--- src/rtl/oled_pkg.sv ---
// Shared definitions for the OLED byte responder.
// Holds the init command bytes, the D/C levels, the controller state
// encoding and a lookup for the command list sent after the panel supply
// comes up.
package oled_pkg;

  localparam logic [7:0] CMD_DISP_OFF    = 8'hAE;
  localparam logic [7:0] CMD_CHG_PUMP    = 8'h8D;
  localparam logic [7:0] CMD_CHG_PUMP_EN = 8'h14;
  localparam logic [7:0] CMD_DISP_ON     = 8'hAF;

  localparam logic DC_CMD  = 1'b0;
  localparam logic DC_DATA = 1'b1;

  typedef enum logic [3:0] {
    PWR_VDD,
    RST_LO,
    RST_HI,
    CMD0,
    PWR_VBAT,
    CMD1,
    READY,
    XFER,
    ACK
  } state_t;

  // Commands sent once the panel supply is on, in order.
  function automatic logic [7:0] init_cmd(input logic [1:0] idx);
    case (idx)
      2'd0:    return CMD_CHG_PUMP;
      2'd1:    return CMD_CHG_PUMP_EN;
      default: return CMD_DISP_ON;
    endcase
  endfunction

endpackage

--- src/rtl/oled_byte_responder_if.sv ---
// Byte handshake between the display-string sender (master) and the OLED
// responder (slave). 4-phase: master raises sendDataValid with sendData,
// slave raises sendDone when the byte is out, master drops valid, slave
// drops sendDone.
//   sendData      : byte offered by the master
//   sendDataValid : request from the master
//   sendDone      : completion, held until sendDataValid falls
interface oled_byte_responder_if;
  logic [7:0] sendData;
  logic       sendDataValid;
  logic       sendDone;

  modport master (output sendData, output sendDataValid, input sendDone);
  modport slave  (input sendData, input sendDataValid, output sendDone);
endinterface

--- src/rtl/oled_byte_responder_spi_byte_tx.sv ---
// SPI mode-3 byte serialiser, MSB first.
//   clock, reset : system clock, synchronous active-high reset
//   start        : load byte_in and begin shifting (ignored while busy)
//   byte_in      : byte to send
//   sclk, mosi   : SPI clock (idles high) and data (holds last bit)
//   busy         : a byte is in flight
//   done         : one-cycle pulse after the last high half-period
module spi_byte_tx #(
  parameter int unsigned CLK_DIV = 5
) (
  input  logic       clock,
  input  logic       reset,
  input  logic       start,
  input  logic [7:0] byte_in,
  output logic       sclk,
  output logic       mosi,
  output logic       busy,
  output logic       done
);

  localparam int unsigned HW = $clog2(CLK_DIV + 1);
  localparam logic [HW-1:0] HALF_LAST = HW'(CLK_DIV - 1);

  logic [HW-1:0] half_cnt;
  logic [2:0]    bits_left;
  logic [6:0]    shreg;

  always_ff @(posedge clock) begin
    if (reset) begin
      sclk      <= 1'b1;
      mosi      <= 1'b0;
      busy      <= 1'b0;
      done      <= 1'b0;
      half_cnt  <= '0;
      bits_left <= '0;
      shreg     <= '0;
    end else begin
      done <= 1'b0;
      if (!busy) begin
        if (start) begin
          // SCK falls together with the first data bit.
          busy      <= 1'b1;
          sclk      <= 1'b0;
          mosi      <= byte_in[7];
          shreg     <= byte_in[6:0];
          bits_left <= 3'd7;
          half_cnt  <= HALF_LAST;
        end
      end else if (half_cnt != '0) begin
        half_cnt <= half_cnt - 1'b1;
      end else if (!sclk) begin
        sclk     <= 1'b1;
        half_cnt <= HALF_LAST;
      end else if (bits_left == '0) begin
        busy <= 1'b0;
        done <= 1'b1;
      end else begin
        sclk      <= 1'b0;
        mosi      <= shreg[6];
        shreg     <= {shreg[5:0], 1'b0};
        bits_left <= bits_left - 1'b1;
        half_cnt  <= HALF_LAST;
      end
    end
  end

endmodule

--- src/rtl/oled_byte_responder.sv ---
// OLED responder: runs the panel power-up sequence and init command list,
// then serialises one display-RAM data byte per handshake over SPI.
//   clock, reset  : system clock, synchronous active-high reset
//   bus           : sendData / sendDataValid / sendDone handshake (slave)
//   ready         : init sequence complete
//   oled_spi_clk  : SCK, idles high
//   oled_spi_data : MOSI, MSB first
//   oled_dc_n     : 0 command, 1 data
//   oled_vdd      : logic supply enable, active low
//   oled_vbat     : panel supply enable, active low
//   oled_reset_n  : panel reset, active low
module oled_byte_responder
  import oled_pkg::*;
#(
  parameter int unsigned CLK_DIV         = 5,
  parameter int unsigned RESET_PULSE_CYC = 1000,
  parameter int unsigned STARTUP_CYC     = 10_000_000
) (
  input  logic                         clock,
  input  logic                         reset,
  oled_byte_responder_if.slave         bus,
  output logic                         ready,
  output logic                         oled_spi_clk,
  output logic                         oled_spi_data,
  output logic                         oled_dc_n,
  output logic                         oled_vdd,
  output logic                         oled_vbat,
  output logic                         oled_reset_n
);

  localparam int unsigned XFER_CYC = 16 * CLK_DIV;
  localparam int unsigned MAX_A    = (STARTUP_CYC > RESET_PULSE_CYC) ? STARTUP_CYC : RESET_PULSE_CYC;
  localparam int unsigned MAX_CYC  = (MAX_A > XFER_CYC) ? MAX_A : XFER_CYC;
  localparam int unsigned CNT_W    = $clog2(MAX_CYC);
  localparam logic [CNT_W-1:0] STARTUP_LAST = CNT_W'(STARTUP_CYC - 1);
  localparam logic [CNT_W-1:0] RESET_LAST   = CNT_W'(RESET_PULSE_CYC - 1);

  state_t           state, state_n;
  logic [CNT_W-1:0] cnt, cnt_n;
  logic [1:0]       cmd_idx, cmd_idx_n;
  logic             issued, issued_n;
  logic             start_q, start_n;
  logic [7:0]       byte_q, byte_n;
  logic             dc_n_n, done_n, ready_n, vdd_n, vbat_n, rst_n_n;
  logic             tx_busy, tx_done;

  spi_byte_tx #(.CLK_DIV(CLK_DIV)) u_tx (
    .clock   (clock),
    .reset   (reset),
    .start   (start_q),
    .byte_in (byte_q),
    .sclk    (oled_spi_clk),
    .mosi    (oled_spi_data),
    .busy    (tx_busy),
    .done    (tx_done)
  );

  always_ff @(posedge clock) begin
    if (reset) begin
      state        <= PWR_VDD;
      cnt          <= STARTUP_LAST;
      cmd_idx      <= '0;
      issued       <= 1'b0;
      start_q      <= 1'b0;
      byte_q       <= '0;
      oled_dc_n    <= DC_CMD;
      bus.sendDone <= 1'b0;
      ready        <= 1'b0;
      oled_vdd     <= 1'b1;
      oled_vbat    <= 1'b1;
      oled_reset_n <= 1'b1;
    end else begin
      state        <= state_n;
      cnt          <= cnt_n;
      cmd_idx      <= cmd_idx_n;
      issued       <= issued_n;
      start_q      <= start_n;
      byte_q       <= byte_n;
      oled_dc_n    <= dc_n_n;
      bus.sendDone <= done_n;
      ready        <= ready_n;
      oled_vdd     <= vdd_n;
      oled_vbat    <= vbat_n;
      oled_reset_n <= rst_n_n;
    end
  end

  // Outputs are registered from the next-state values so every pin changes
  // on the same edge as the state it belongs to.
  always_comb begin
    state_n   = state;
    cnt_n     = cnt;
    cmd_idx_n = cmd_idx;
    issued_n  = issued;
    start_n   = 1'b0;
    byte_n    = byte_q;
    dc_n_n    = oled_dc_n;
    done_n    = bus.sendDone;
    ready_n   = ready;
    vdd_n     = oled_vdd;
    vbat_n    = oled_vbat;
    rst_n_n   = oled_reset_n;

    case (state)
      PWR_VDD: begin
        vdd_n = 1'b0;
        if (cnt == '0) begin
          state_n = RST_LO;
          rst_n_n = 1'b0;
          cnt_n   = RESET_LAST;
        end else begin
          cnt_n = cnt - 1'b1;
        end
      end
      RST_LO: begin
        if (cnt == '0) begin
          state_n = RST_HI;
          rst_n_n = 1'b1;
          cnt_n   = RESET_LAST;
        end else begin
          cnt_n = cnt - 1'b1;
        end
      end
      RST_HI: begin
        if (cnt == '0) state_n = CMD0;
        else           cnt_n   = cnt - 1'b1;
      end
      CMD0: begin
        if (!issued && !tx_busy) begin
          start_n  = 1'b1;
          byte_n   = CMD_DISP_OFF;
          dc_n_n   = DC_CMD;
          issued_n = 1'b1;
        end else if (tx_done) begin
          issued_n = 1'b0;
          state_n  = PWR_VBAT;
          vbat_n   = 1'b0;
          cnt_n    = STARTUP_LAST;
        end
      end
      PWR_VBAT: begin
        if (cnt == '0) begin
          state_n   = CMD1;
          cmd_idx_n = '0;
        end else begin
          cnt_n = cnt - 1'b1;
        end
      end
      CMD1: begin
        if (!issued && !tx_busy) begin
          start_n  = 1'b1;
          byte_n   = init_cmd(cmd_idx);
          dc_n_n   = DC_CMD;
          issued_n = 1'b1;
        end else if (tx_done) begin
          issued_n = 1'b0;
          if (cmd_idx == 2'd2) begin
            state_n = READY;
            ready_n = 1'b1;
          end else begin
            cmd_idx_n = cmd_idx + 1'b1;
          end
        end
      end
      READY: begin
        if (bus.sendDataValid && !tx_busy) begin
          start_n = 1'b1;
          byte_n  = bus.sendData;
          dc_n_n  = DC_DATA;
          state_n = XFER;
        end
      end
      XFER: begin
        if (tx_done) begin
          done_n  = 1'b1;
          state_n = ACK;
        end
      end
      ACK: begin
        if (!bus.sendDataValid) begin
          done_n  = 1'b0;
          state_n = READY;
        end
      end
      default: state_n = PWR_VDD;
    endcase
  end

endmodule

--- src/flat_wrapper.sv ---
// flat-port wrapper written by rule: the top's interface ports become plain ports
module oled_byte_responder_flat import oled_pkg::*;
#(
  parameter int unsigned CLK_DIV         = 5,
  parameter int unsigned RESET_PULSE_CYC = 1000,
  parameter int unsigned STARTUP_CYC     = 10_000_000
)
  (clock, reset, ready, oled_spi_clk, oled_spi_data, oled_dc_n, oled_vdd, oled_vbat, oled_reset_n, bus_sendData, bus_sendDataValid, bus_sendDone);
  oled_byte_responder_if bus_i ();
  input  logic clock;
  input  logic reset;
  output logic ready;
  output logic oled_spi_clk;
  output logic oled_spi_data;
  output logic oled_dc_n;
  output logic oled_vdd;
  output logic oled_vbat;
  output logic oled_reset_n;
  input wire logic [$bits(bus_i.sendData)-1:0] bus_sendData;
  input wire logic [$bits(bus_i.sendDataValid)-1:0] bus_sendDataValid;
  output wire logic [$bits(bus_i.sendDone)-1:0] bus_sendDone;
  assign bus_i.sendData = bus_sendData;
  assign bus_i.sendDataValid = bus_sendDataValid;
  assign bus_sendDone = bus_i.sendDone;
  oled_byte_responder #(.CLK_DIV(CLK_DIV), .RESET_PULSE_CYC(RESET_PULSE_CYC), .STARTUP_CYC(STARTUP_CYC)) u_core (.clock(clock), .reset(reset), .bus(bus_i), .ready(ready), .oled_spi_clk(oled_spi_clk), .oled_spi_data(oled_spi_data), .oled_dc_n(oled_dc_n), .oled_vdd(oled_vdd), .oled_vbat(oled_vbat), .oled_reset_n(oled_reset_n));
endmodule
--- config.mk ---
export PLATFORM = sky130hd
export DESIGN_NAME = oled_byte_responder_flat
export DESIGN_NICKNAME = d
export VERILOG_FILES = /design/src/rtl/oled_pkg.sv /design/src/rtl/oled_byte_responder_if.sv /design/src/rtl/oled_byte_responder_spi_byte_tx.sv /design/src/rtl/oled_byte_responder.sv /design/src/flat_wrapper.sv
export SDC_FILE = /design/constraint.sdc
export NUM_CORES = 1
export LEC_CHECK = 0
export BUFFER_PORTS_ARGS = -buffer_cell sky130_fd_sc_hd__buf_4
export CAP_MARGIN = 20
export CORE_MARGIN = 5
export CORE_UTILIZATION = 56
export CTS_CLUSTER_SIZE = 10
export DETAILED_ROUTE_END_ITERATION = 10
export PLACE_DENSITY_LB_ADDON = 0.05
export SLEW_MARGIN = 5
export SYNTH_ARGS = -nofsm -noshare
export SYNTH_HDL_FRONTEND = slang
export SYNTH_SLANG_ARGS = --single-unit
export TNS_END_PERCENT = 20
--- constraint.sdc ---
create_clock -name clock -period 2.7 [get_ports clock]
set_input_delay 0.135 -clock clock [delete_from_list [all_inputs] [get_ports clock]]
set_output_delay 0.135 -clock clock [all_outputs]
set_load 0.1 [all_outputs]
==> results.md <==
* Crit path capture type: flip-flop
* Delay-heaviest family, CP: simple AND/OR/NAND/NOR gates
* Chip width at 86.7 microns
* Count of final max-slew check failures at 0
* CTS root buf: clkbuf_8
* F_max at 0.427 GHz
* Max-slew headroom at 60.5%
* Critical Path Source: u_core.cnt[0]
* Met3 GRT Util at 5.89%
* Total negative slack at 0 ns
* Final period utilization at 86.6%
* Hold-fix buffers, CTS at 0
* Dpl cell area at 0.00348 sq mm
* Synth area leaders: dfxtp_1 (38%), a21oi_1 (5.9%), nor2_1 (5.8%)
* Post-Syn Area per Cell at 8.17 sq um
* First-pass GRT wire length at 12900 microns
* Worst-Skew Late Latency at 0.34 ns
* Die Area at roughly 0.0075 sq mm
* Pleak at 1.23 nW
* Number of flops mapped to enable cells by yosys at 0
* Post-detailed-route wirelength per cell at around 15 microns
* Fin. Hold Viols at 0
* Routability cong. at 0.859
* Initial antenna violation count at 0
* Syn Std Cell Area at 0.00329 sq mm
* Post-DP HPWL at 5270 microns
* Post-CTS Setup Inserts at 0
* Pre-CTS WS at 0.385 ns
* FP Rows at 28
* RSZ-0062 raised after global routing: false
* Leading area contributor after synthesis: dfxtp_1
* DRC at 0
* Layout overhead on the synthesized area at 11.8%
* Fillers at 536
* Share of the synthesized area in the top cell type at a little under two fifths
* WS Path Type: reg -> reg
* Maximum vdd drop at roughly 0.38 mV
* Fin nets at between 400 and 500
* Area used by multi-input combinational logic at 0.00191 sq mm
* Post-CTS sizing at 0
* IO Port Bufs at 18
* Worst setup endpoint: u_core.cnt[15]
* Slew @ Worst Pin at 0.592 ns
* Final min period at 2.34 ns
* M2 GR Usage at 34.8%
* Initial core utilization at 56.6%
* Slowest CP cell: and2_2
* Post-route design area at 0.00368 sq mm
* CP arrival at 2.57 ns
* Reg2Reg Depth at 8
* Clock Pin Slew Worst Setup and Hold Paths at roughly 0.070 ns
* Met1 Track Usage GR at 27.1%
* Post-synth net total at 422
* Worst Path Required at 2.93 ns
* IO Pins at 19
* WP buf/inv at 1
* Routed WL at 7570 microns
* Clk buf depth at 2
* Most common cell in the netlist: dfxtp_1
* Synth Flop Type: dfxtp_1
* Crit path launch type: flip-flop
* Gr busiest metal: met2
* Reg area at 0.00126 sq mm
* Layout cells sized above 1 at 13.4%
* Sequential fraction of the synthesis area at 38.3%
* Ant. Diodes at 0
* Reg2Reg Setup Slack at between 0.3 and 0.4 ns
* Power per cell area at 507 mW/mm^2
* Global-route usage over all layers at 21.6%
* Vias at between 2000 and 3000
* Max-cap violation count at 0
* CP max FO at 14
* Setup-failing EPs final at 0
* Min Hold Slack at 0.0500 ns
* ANT nets after route at 0
* Flops & latches, synth at 63
* Fraction of registers with async set/reset at 0%
* Reg-to-Reg Start: u_core.cnt[0]
* CTS Buf Count at 9
* Max Clock Skew at 0.00552 ns
* Final WS setup at 0.361 ns
* Synth cell types at 62
* Status: completed
* Drt via density at 5.91
* R2R Path End: u_core.cnt[15]
* 1st-iter DRT viols at 131
* Post-synth top cells: dfxtp_1 (63), nor2_1 (51), nand2_1 (41)
* CTS tree: done
* Worst min-delay path category: in -> reg
* Synth Instances at 403
* Die Ht at 86.7 microns
* Largest net degree at the start of global routing at just under 60
* Vias in the first global route at 2809
* Core box area at between 0.005 and 0.006 sq mm
* Worst path max stage delay at about 0.38 ns
* Sink Count at between 60 and 70
* Grt ovf at 0
* CP cell instances: inv_1 -> ha_1 -> nor3b_1 -> nand4_4 -> o21ai_4 -> and2_2 -> a21oi_1 -> or3_1
* Critical Path Stages at 8
* Final Util at 63.3%
* Synth warnings at 0
* H-tree levels at 3
* Drt pass-1 iters at 5
## where the power goes
part	leakage [nW]	switching [mW]	internal, mW	total (mW)
clock	0.103	0.380	0.452	0.832
sequential	0.509	0.0115	0.936	0.948
combinational	0.621	0.0547	0.0337	0.0884
## worst min path at each step
stage,start,end,slack (ns),cells past startpoint
5_1_grt,bus_sendData[2],u_core.byte_q[2],0.05,3
2_1_floorplan,bus_sendData[6],u_core.byte_q[6],0.30,2
6_report,bus_sendData[6],u_core.byte_q[6],0.05,3
3_3_place_gp,bus_sendData[6],u_core.byte_q[6],0.40,3
3_5_place_dp,bus_sendData[6],u_core.byte_q[6],0.40,3
4_1_cts,bus_sendData[6],u_core.byte_q[6],0.04,3
## kinds of logic after synthesis
family | Yosys count | synth area share, %
flops | 63 | 38.3
fa+ha+maj | 8 | 3.04
buf+inv | 29 | 3.84
simple gates | 171 | 27.4
mux | 9 | 2.77
xor+xnor | 9 | 2.39
compound gates | 114 | 22.3
## cell usage in the layout, fill, tap and decap left out, drive strengths merged, types with 2 or more instances in the layout
master and count:
a2111oi 4, nand3 11, inv 13, a211oi 14
o211ai 5, or3 6, a21oi 40, nand4 2
nor2 51, a221o 2, buf 23, clkbuf 11
ha 8, o21ai 27, nand2 42, or2 4
nor4 9, nor3b 3, nor2b 4, a31oi 2
nand2b 8, or4 4, o41ai 3, o31ai 3
and2 5, mux2i 8, nor3 16, and3 2
clkinv 4, dfxtp 63, o32ai 2, xnor2 8
a21boi 2
## stage by stage
stage / total power [mW] / cells
finish: 1.87 / 501
global route: 1.94 / 501
CTS: 1.88 / 501
detailed placement: 1.06 / 485
global placement: 1.06 / 485
floorplan: 1.03 / 403
## area by class of cell
type	count	share of cell area, %
Multi-Input combinational cell	311	51.8
Tap cell	75	2.55
Inverter	13	1.33
Clock inverter	5	1.56
Clock buffer	11	3.84
Sequential cell	63	34.3
Timing Repair Buffer	23	4.69
## registers in the layout (all words and copies together), names as in the netlist
| signal | cells |
|---|---|
| u_core.bus.sendDone | 1 |
| u_core.byte_q | 8 |
| u_core.cmd_idx | 2 |
| u_core.cnt | 24 |
| u_core.issued | 1 |
| u_core.oled_dc_n | 1 |
| u_core.oled_reset_n | 1 |
| u_core.oled_vbat | 1 |
| u_core.oled_vdd | 1 |
| u_core.ready | 1 |
| u_core.start_q | 1 |
| u_core.state | 4 |
| u_core.u_tx.bits_left | 3 |
| u_core.u_tx.busy | 1 |
| u_core.u_tx.done | 1 |
| u_core.u_tx.half_cnt | 3 |
| u_core.u_tx.mosi | 1 |
| u_core.u_tx.sclk | 1 |
| u_core.u_tx.shreg | 7 |
## routing by layer
metal | part of all wire, % | wire [microns] | vias to the layer above
li1 | - | - | 1489
met1 | 46 | 3450 | 1386
met2 | 49 | 3730 | 74
met3 | 4.0 | 304 | 10
met4 | 1.2 | 89 | 0
met5 | 0 | 0 | -
## worst reg2reg max path: cells and delay by family, from the launching register on
family	cells	cell delay (ns)
flip-flops	1	0.32
adder cells (fa/ha/maj)	1	0.14
buffers and inverters	1	0.10
AND/OR/NAND/NOR	4	1.25
AO/OA/AOI/OAI	2	0.41
(Power assumes the default switching activity.)
